==> src/rtl/pc_gen.sv <==
// Program-counter generator for the IF stage: trap > redirect > stall > sequential fetch.
// Optional return-address stack is built only when PC_GEN_RAS_EN is defined.
//
// state | meaning
// BOOT  | first cycle after reset release, no fetch request
// RUN   | normal fetch, pc_valid asserted
// FAULT | misaligned redirect seen, fetch halted until a trap
module pc_gen #(
    parameter int              XLEN         = 32,
    parameter logic [XLEN-1:0] RESET_VECTOR = '0,
    parameter int              IALIGN       = 32,
    parameter int              RAS_DEPTH    = 4
) (
    input  logic            clk,
    input  logic            reset,
    input  logic            stall,
    input  logic            fetch_ready,
    input  logic            redirect_valid,
    input  logic [XLEN-1:0] redirect_target,
    input  logic            trap_valid,
    input  logic [XLEN-1:0] trap_vector,
    input  logic            fetch_is_call,
    input  logic            fetch_is_ret,
    output logic [XLEN-1:0] pc,
    output logic            pc_valid,
    output logic            flush,
    output logic            misalign_fault,
    output logic [XLEN-1:0] fault_addr
);

    localparam logic [XLEN-1:0] ALIGN_MASK = (IALIGN == 16) ? XLEN'(1) : XLEN'(3);
    localparam logic [XLEN-1:0] PC_INC     = (IALIGN == 16) ? XLEN'(2) : XLEN'(4);

    typedef enum logic [1:0] {ST_BOOT, ST_RUN, ST_FAULT} state_t;

    state_t          state_q, state_d;
    logic [XLEN-1:0] pc_q, pc_d;
    logic [XLEN-1:0] fault_addr_q, fault_addr_d;
    logic            flush_q, flush_d;
    logic            fault_q, fault_d;
    logic [XLEN-1:0] seq_pc;
    logic [XLEN-1:0] next_fetch_pc;
    logic            fetch_go;

    assign seq_pc   = pc_q + PC_INC;
    assign fetch_go = (state_q == ST_RUN) && fetch_ready && !stall
                      && !trap_valid && !redirect_valid;

`ifdef PC_GEN_RAS_EN
    localparam int PW = (RAS_DEPTH > 1) ? $clog2(RAS_DEPTH) : 1;
    localparam logic [PW:0] RAS_FULL = (PW + 1)'(RAS_DEPTH);

    logic [XLEN-1:0] ras_q [RAS_DEPTH];
    logic [PW-1:0]   sp_q;
    logic [PW:0]     cnt_q;
    logic [PW-1:0]   top_idx;
    logic            ras_pop;
    logic            ras_push;

    // sp_q points at the next free slot; when full that slot holds the oldest entry
    assign top_idx       = sp_q - 1'b1;
    assign ras_pop       = fetch_go && fetch_is_ret && (cnt_q != '0);
    assign ras_push      = fetch_go && fetch_is_call && !fetch_is_ret;
    assign next_fetch_pc = ras_pop ? ras_q[top_idx] : seq_pc;

    always_ff @(posedge clk or posedge reset) begin
        if (reset) begin
            sp_q  <= '0;
            cnt_q <= '0;
        end else if (trap_valid) begin
            sp_q  <= '0;
            cnt_q <= '0;
        end else if (ras_pop) begin
            sp_q  <= top_idx;
            cnt_q <= cnt_q - 1'b1;
        end else if (ras_push) begin
            sp_q <= sp_q + 1'b1;
            if (cnt_q != RAS_FULL) begin
                cnt_q <= cnt_q + 1'b1;
            end
        end
    end

    always_ff @(posedge clk) begin
        if (ras_push) begin
            ras_q[sp_q] <= seq_pc;
        end
    end
`else
    logic unused_ras;
    assign unused_ras    = ^{fetch_is_call, fetch_is_ret, RAS_DEPTH != 0};
    assign next_fetch_pc = seq_pc;
`endif

    always_ff @(posedge clk or posedge reset) begin
        if (reset) begin
            state_q      <= ST_BOOT;
            pc_q         <= RESET_VECTOR;
            fault_addr_q <= '0;
            flush_q      <= 1'b0;
            fault_q      <= 1'b0;
        end else begin
            state_q      <= state_d;
            pc_q         <= pc_d;
            fault_addr_q <= fault_addr_d;
            flush_q      <= flush_d;
            fault_q      <= fault_d;
        end
    end

    always_comb begin
        state_d      = state_q;
        pc_d         = pc_q;
        fault_addr_d = fault_addr_q;
        flush_d      = 1'b0;
        fault_d      = 1'b0;
        // a trap wins in every state, including BOOT and FAULT
        if (trap_valid) begin
            pc_d    = trap_vector & ~ALIGN_MASK;
            flush_d = 1'b1;
            state_d = ST_RUN;
        end else begin
            case (state_q)
                ST_BOOT: state_d = ST_RUN;
                ST_RUN: begin
                    if (redirect_valid) begin
                        flush_d = 1'b1;
                        if ((redirect_target & ALIGN_MASK) != '0) begin
                            fault_d      = 1'b1;
                            fault_addr_d = redirect_target;
                            state_d      = ST_FAULT;
                        end else begin
                            pc_d = redirect_target;
                        end
                    end else if (fetch_go) begin
                        pc_d = next_fetch_pc;
                    end
                end
                default: ;
            endcase
        end
    end

    assign pc             = pc_q;
    assign pc_valid       = (state_q == ST_RUN);
    assign flush          = flush_q;
    assign misalign_fault = fault_q;
    assign fault_addr     = fault_addr_q;

endmodule

==> config.mk <==
export PLATFORM = sky130hd
export DESIGN_NAME = pc_gen
export DESIGN_NICKNAME = d
export VERILOG_FILES = /design/src/rtl/pc_gen.sv
export SDC_FILE = /design/constraint.sdc
export NUM_CORES = 1
export LEC_CHECK = 0
export ABC_CLOCK_PERIOD_IN_PS = 2500
export CAP_MARGIN = 5
export CORE_ASPECT_RATIO = 0.5
export CORE_MARGIN = 2
export CORE_UTILIZATION = 41
export CTS_BUF_LIST = sky130_fd_sc_hd__clkbuf_8
export CTS_CLUSTER_SIZE = 16
export DETAILED_ROUTE_END_ITERATION = 12
export HOLD_SLACK_MARGIN = 0.12
export PLACE_DENSITY = 0.85
export SLEW_MARGIN = 20
export SYNTH_ARGS = -nofsm -noshare
export SYNTH_HDL_FRONTEND = slang
export SYNTH_SLANG_ARGS = --single-unit
==> constraint.sdc <==
create_clock -name clk -period 2.5 [get_ports clk]
set_clock_uncertainty 0.1 [all_clocks]
set_input_delay 0.625 -clock clk [delete_from_list [all_inputs] [get_ports clk]]
set_output_delay 0.625 -clock clk [all_outputs]
set_load 0.02 [all_outputs]
==> results of run 1 <==
==> worst register-to-register path: stages, from the launching register on <==
cell and delay (ns):
dfrtp_1 0.35, ha_1 0.30, nand4_4 0.18, nor4_4 0.42, nand4_1 0.16, and3_1 0.21, or3_1 0.33
==> synthesized netlist by cell type, drive strengths merged (2+ instances only) <==
| cell type | n | area share, % |
|---|---|---|
| a21o | 2 | 0.41 |
| a21oi | 14 | 1.9 |
| a221o | 4 | 1.1 |
| a221oi | 2 | 0.48 |
| a222oi | 4 | 1.1 |
| a22o | 3 | 0.72 |
| a22oi | 7 | 1.4 |
| a31oi | 4 | 0.68 |
| and2 | 2 | 0.34 |
| and3 | 8 | 1.4 |
| and4 | 2 | 0.51 |
| buf | 10 | 1.4 |
| clkbuf | 16 | 1.6 |
| dfrtp | 68 | 46 |
| inv | 4 | 0.41 |
| mux2 | 33 | 10 |
| mux2i | 3 | 0.82 |
| nand2 | 38 | 3.9 |
| nand3 | 12 | 1.8 |
| nand3b | 3 | 0.61 |
| nand4 | 14 | 3.0 |
| nand4b | 2 | 0.48 |
| nor2 | 26 | 2.7 |
| nor2b | 3 | 0.51 |
| nor3 | 11 | 1.6 |
| nor3b | 5 | 1.0 |
| nor4 | 7 | 1.8 |
| o21ai | 36 | 4.9 |
| o22ai | 2 | 0.34 |
| o311ai | 8 | 1.9 |
| o31a | 2 | 0.48 |
| o41ai | 3 | 0.72 |
| or2 | 2 | 0.34 |
| or3 | 2 | 0.34 |
==> power by group through the flow <==
stage | clock network [mW] | registers [mW] | logic (mW)
finish | 0.792 | 1.53 | 1.41
global route | 0.863 | 1.56 | 1.49
CTS | 0.798 | 1.52 | 1.41
detailed placement | 0 | 1.54 | 1.41
global placement | 0 | 1.53 | 1.38
floorplan | 0 | 1.78 | 0.408
==> metal layers <==
layer | vias up | wire (um)
met5 | - | 0
met4 | 0 | 257
met3 | 30 | 737
met2 | 155 | 5630
met1 | 1838 | 5100
li1 | 1743 | -
==> final timing paths <==
kind                       cells after the start            from        endpoint  slack (ns)
min reg2reg                                    1  fault_addr[10]  fault_addr[10]        0.41
min                                            1  fault_addr[10]  fault_addr[10]        0.41
max in group asynchronous                      3           reset  fault_addr[22]        1.28
max                                            2      state_q[0]        pc_valid        0.12
max reg2reg                                    6           pc[3]          pc[26]        0.34
min in group asynchronous                      2           reset   fault_addr[6]        0.42
==> state kept, by name (all words and copies together) (netlist names) <==
signal          flops
fault_addr         32
flush               1
misalign_fault      1
pc                 32
state_q             2
==> final cells by class <==
| type | count | area, um2 | share of cell area, % |
|---|---|---|---|
| Multi-Input combinational cell | 276 | 1850 | 33.3 |
| Tap cell | 117 | 146 | 2.64 |
| Sequential cell | 68 | 1700 | 30.7 |
| Timing Repair Buffer | 173 | 1680 | 30.2 |
| Inverter | 4 | 15.0 | 0.270 |
| Clock buffer | 10 | 138 | 2.48 |
| Clock inverter | 6 | 25.0 | 0.451 |
==> cells by family (layout without fill, tap and decap cells) <==
family	count (synthesis)	count (layout)
buf+inv	30	193
flops	68	68
fa+ha+maj	1	1
compound gates	98	98
xor+xnor	1	1
simple gates	140	140
mux	36	36
==> metrics by stage <==
| stage | setup TNS [ns] | area [um2] | setup slack (ns) |
|---|---|---|---|
| after detailed placement | -2.20 | 5390 | -0.145 |
| final | 0 | 5550 | 0.121 |
| after CTS | 0 | 5550 | 0.144 |
| after global routing | 0 | 5550 | 0.00839 |
| after global placement | -0.145 | 5390 | -0.0416 |
| after floorplan | 0 | 3670 | 0.0635 |
==> results.json, run 1 <==
{
  "status": "completed",
  "finalSetupViolations": 0,
  "diodes": 0,
  "ioPinCount": 139,
  "layout_commonest_cell": "clkdlybuf4s50_1",
  "synthMuxAreaShare_pct": 10.9,
  "cts_hold_buf": 0,
  "synth-xor-area-share_pct": 0.239,
  "swShare_pct": 34.6,
  "cap_violations": 0,
  "relSlewSlack_pct": 70.3,
  "dieWidth_um": 138,
  "final.period_utilization_pct": 95.2,
  "grt.busiest_layer": "met2",
  "drt-total-wl_um": 11700,
  "cp.arrival_ns": 1.65,
  "syn-num-nets": 447,
  "wl_per_cell_um": 17.9,
  "path_class": "register to primary output",
  "clock_power_share_pct": 21.3,
  "hpwl_um": 8580,
  "synth_cells": 374,
  "n_fill_cell": 681,
  "drtAntennaViolNets": 0,
  "total_power_mw": 3.72,
  "areaGrowthSynthToFinish_pct": 51.3,
  "dieArea_um2": 9770,
  "internal_power_mw": 2.43,
  "cp_slowest_cell": "clkdlybuf4s50_1",
  "syn_area_um2": 3670,
  "layout-drive-gt1-share_pct": 17.7,
  "clk_latency_ns": 0.36,
  "coreArea_um2": 8710,
  "cts_setup_buffers": 0,
  "ys_warn_count": 0,
  "worstSetupEndpointType": "primary output",
  "rows": 24,
  "gp_congestion": 0.882,
  "cts-root-buf": "clkbuf_8",
  "clock-sinks": 68,
  "slew_viol_final": 0,
  "grt_antenna_before_repair": 0,
  "drc": 0,
  "cts_max_path_buffers": 2,
  "htree_levels": 3,
  "grt_start_max_net_pins": 60,
  "detail_route.vias_per_cell": 5.76,
  "met2_usage_pct": 40.0,
  "start_kind": "register",
  "grtUsageMet3_pct": 5.81,
  "grt_pass1_wl_um": 18700,
  "dr.pass1.iters": 5,
  "ir_drop_mv": 0.483,
  "path_clk_slew_ns": 0.07,
  "required_ns": 1.77,
  "final.min_clock_period_ns": 2.38,
  "grt-ovfl-total": 0,
  "synth_edf_count": 0,
  "clock.fmax_mhz": 420,
  "fin_nets": 605,
  "cts_buffers": 9,
  "cp_slowest_stage_delay_ns": 0.66,
  "yosysUniqueCellTypes": 58,
  "place.detailed.instances": 638,
  "crit_family": "buffers and inverters",
  "synth_compound_area_share_pct": 17.8,
  "final_cell_mix": "clkdlybuf4s50_1 (133), dfrtp_1 (68), nand2_1 (38), buf_4 (35), mux2_2 (33)",
  "cp_max_fo": 3,
  "finalNonFillerCells": 654,
  "vias": 3766,
  "pwr-share-comb_pct": 37.8,
  "p_seq_share_pct": 41.0,
  "tightest_slew_ns": 0.445,
  "drtIter0Drc": 461,
  "hold-worst-slack_ns": 0.406,
  "final_util_pct": 63.7,
  "hold_viol": 0,
  "rsz0062_at_grt": "false",
  "io_buffer_count": 134,
  "synth_seq_cells": 68,
  "powerDensity_nw_per_um2": 671,
  "leakage_nw": 2.22,
  "initial_core_util_pct": 42.1,
  "grt_pass1_vias": 3662,
  "cts_tree": "yes",
  "min_path_type": "register to register",
  "use_met1_pct": 32.5,
  "async_reset_ff_share_pct": 100,
  "cts_resized": 0,
  "track_usage_pct": 24.7,
  "power_switching_mw": 1.29,
  "ys.flop_type": "dfrtp_1",
  "yosys.area_share.simple_pct": 20.9,
  "crit_chain": "nor2b_1 -> clkdlybuf4s50_1",
  "synth_top_family_by_area": "simple AND/OR/NAND/NOR gates",
  "die_h_um": 70.9,
  "synth_area_per_cell_um2": 9.81,
  "synth_seq_area_share_pct": 46.4,
  "synthAdderAreaFrac_pct": 0.341,
  "path_buf_inv": 1
}
(Power assumes the default switching activity.)
==> inputs of run 2 (changes only) <==
Settings changed: ABC_CLOCK_PERIOD_IN_PS 2500 to not set.
==> results of run 2 <==
Final layout, timing and power as in run 1 (identical DEF).
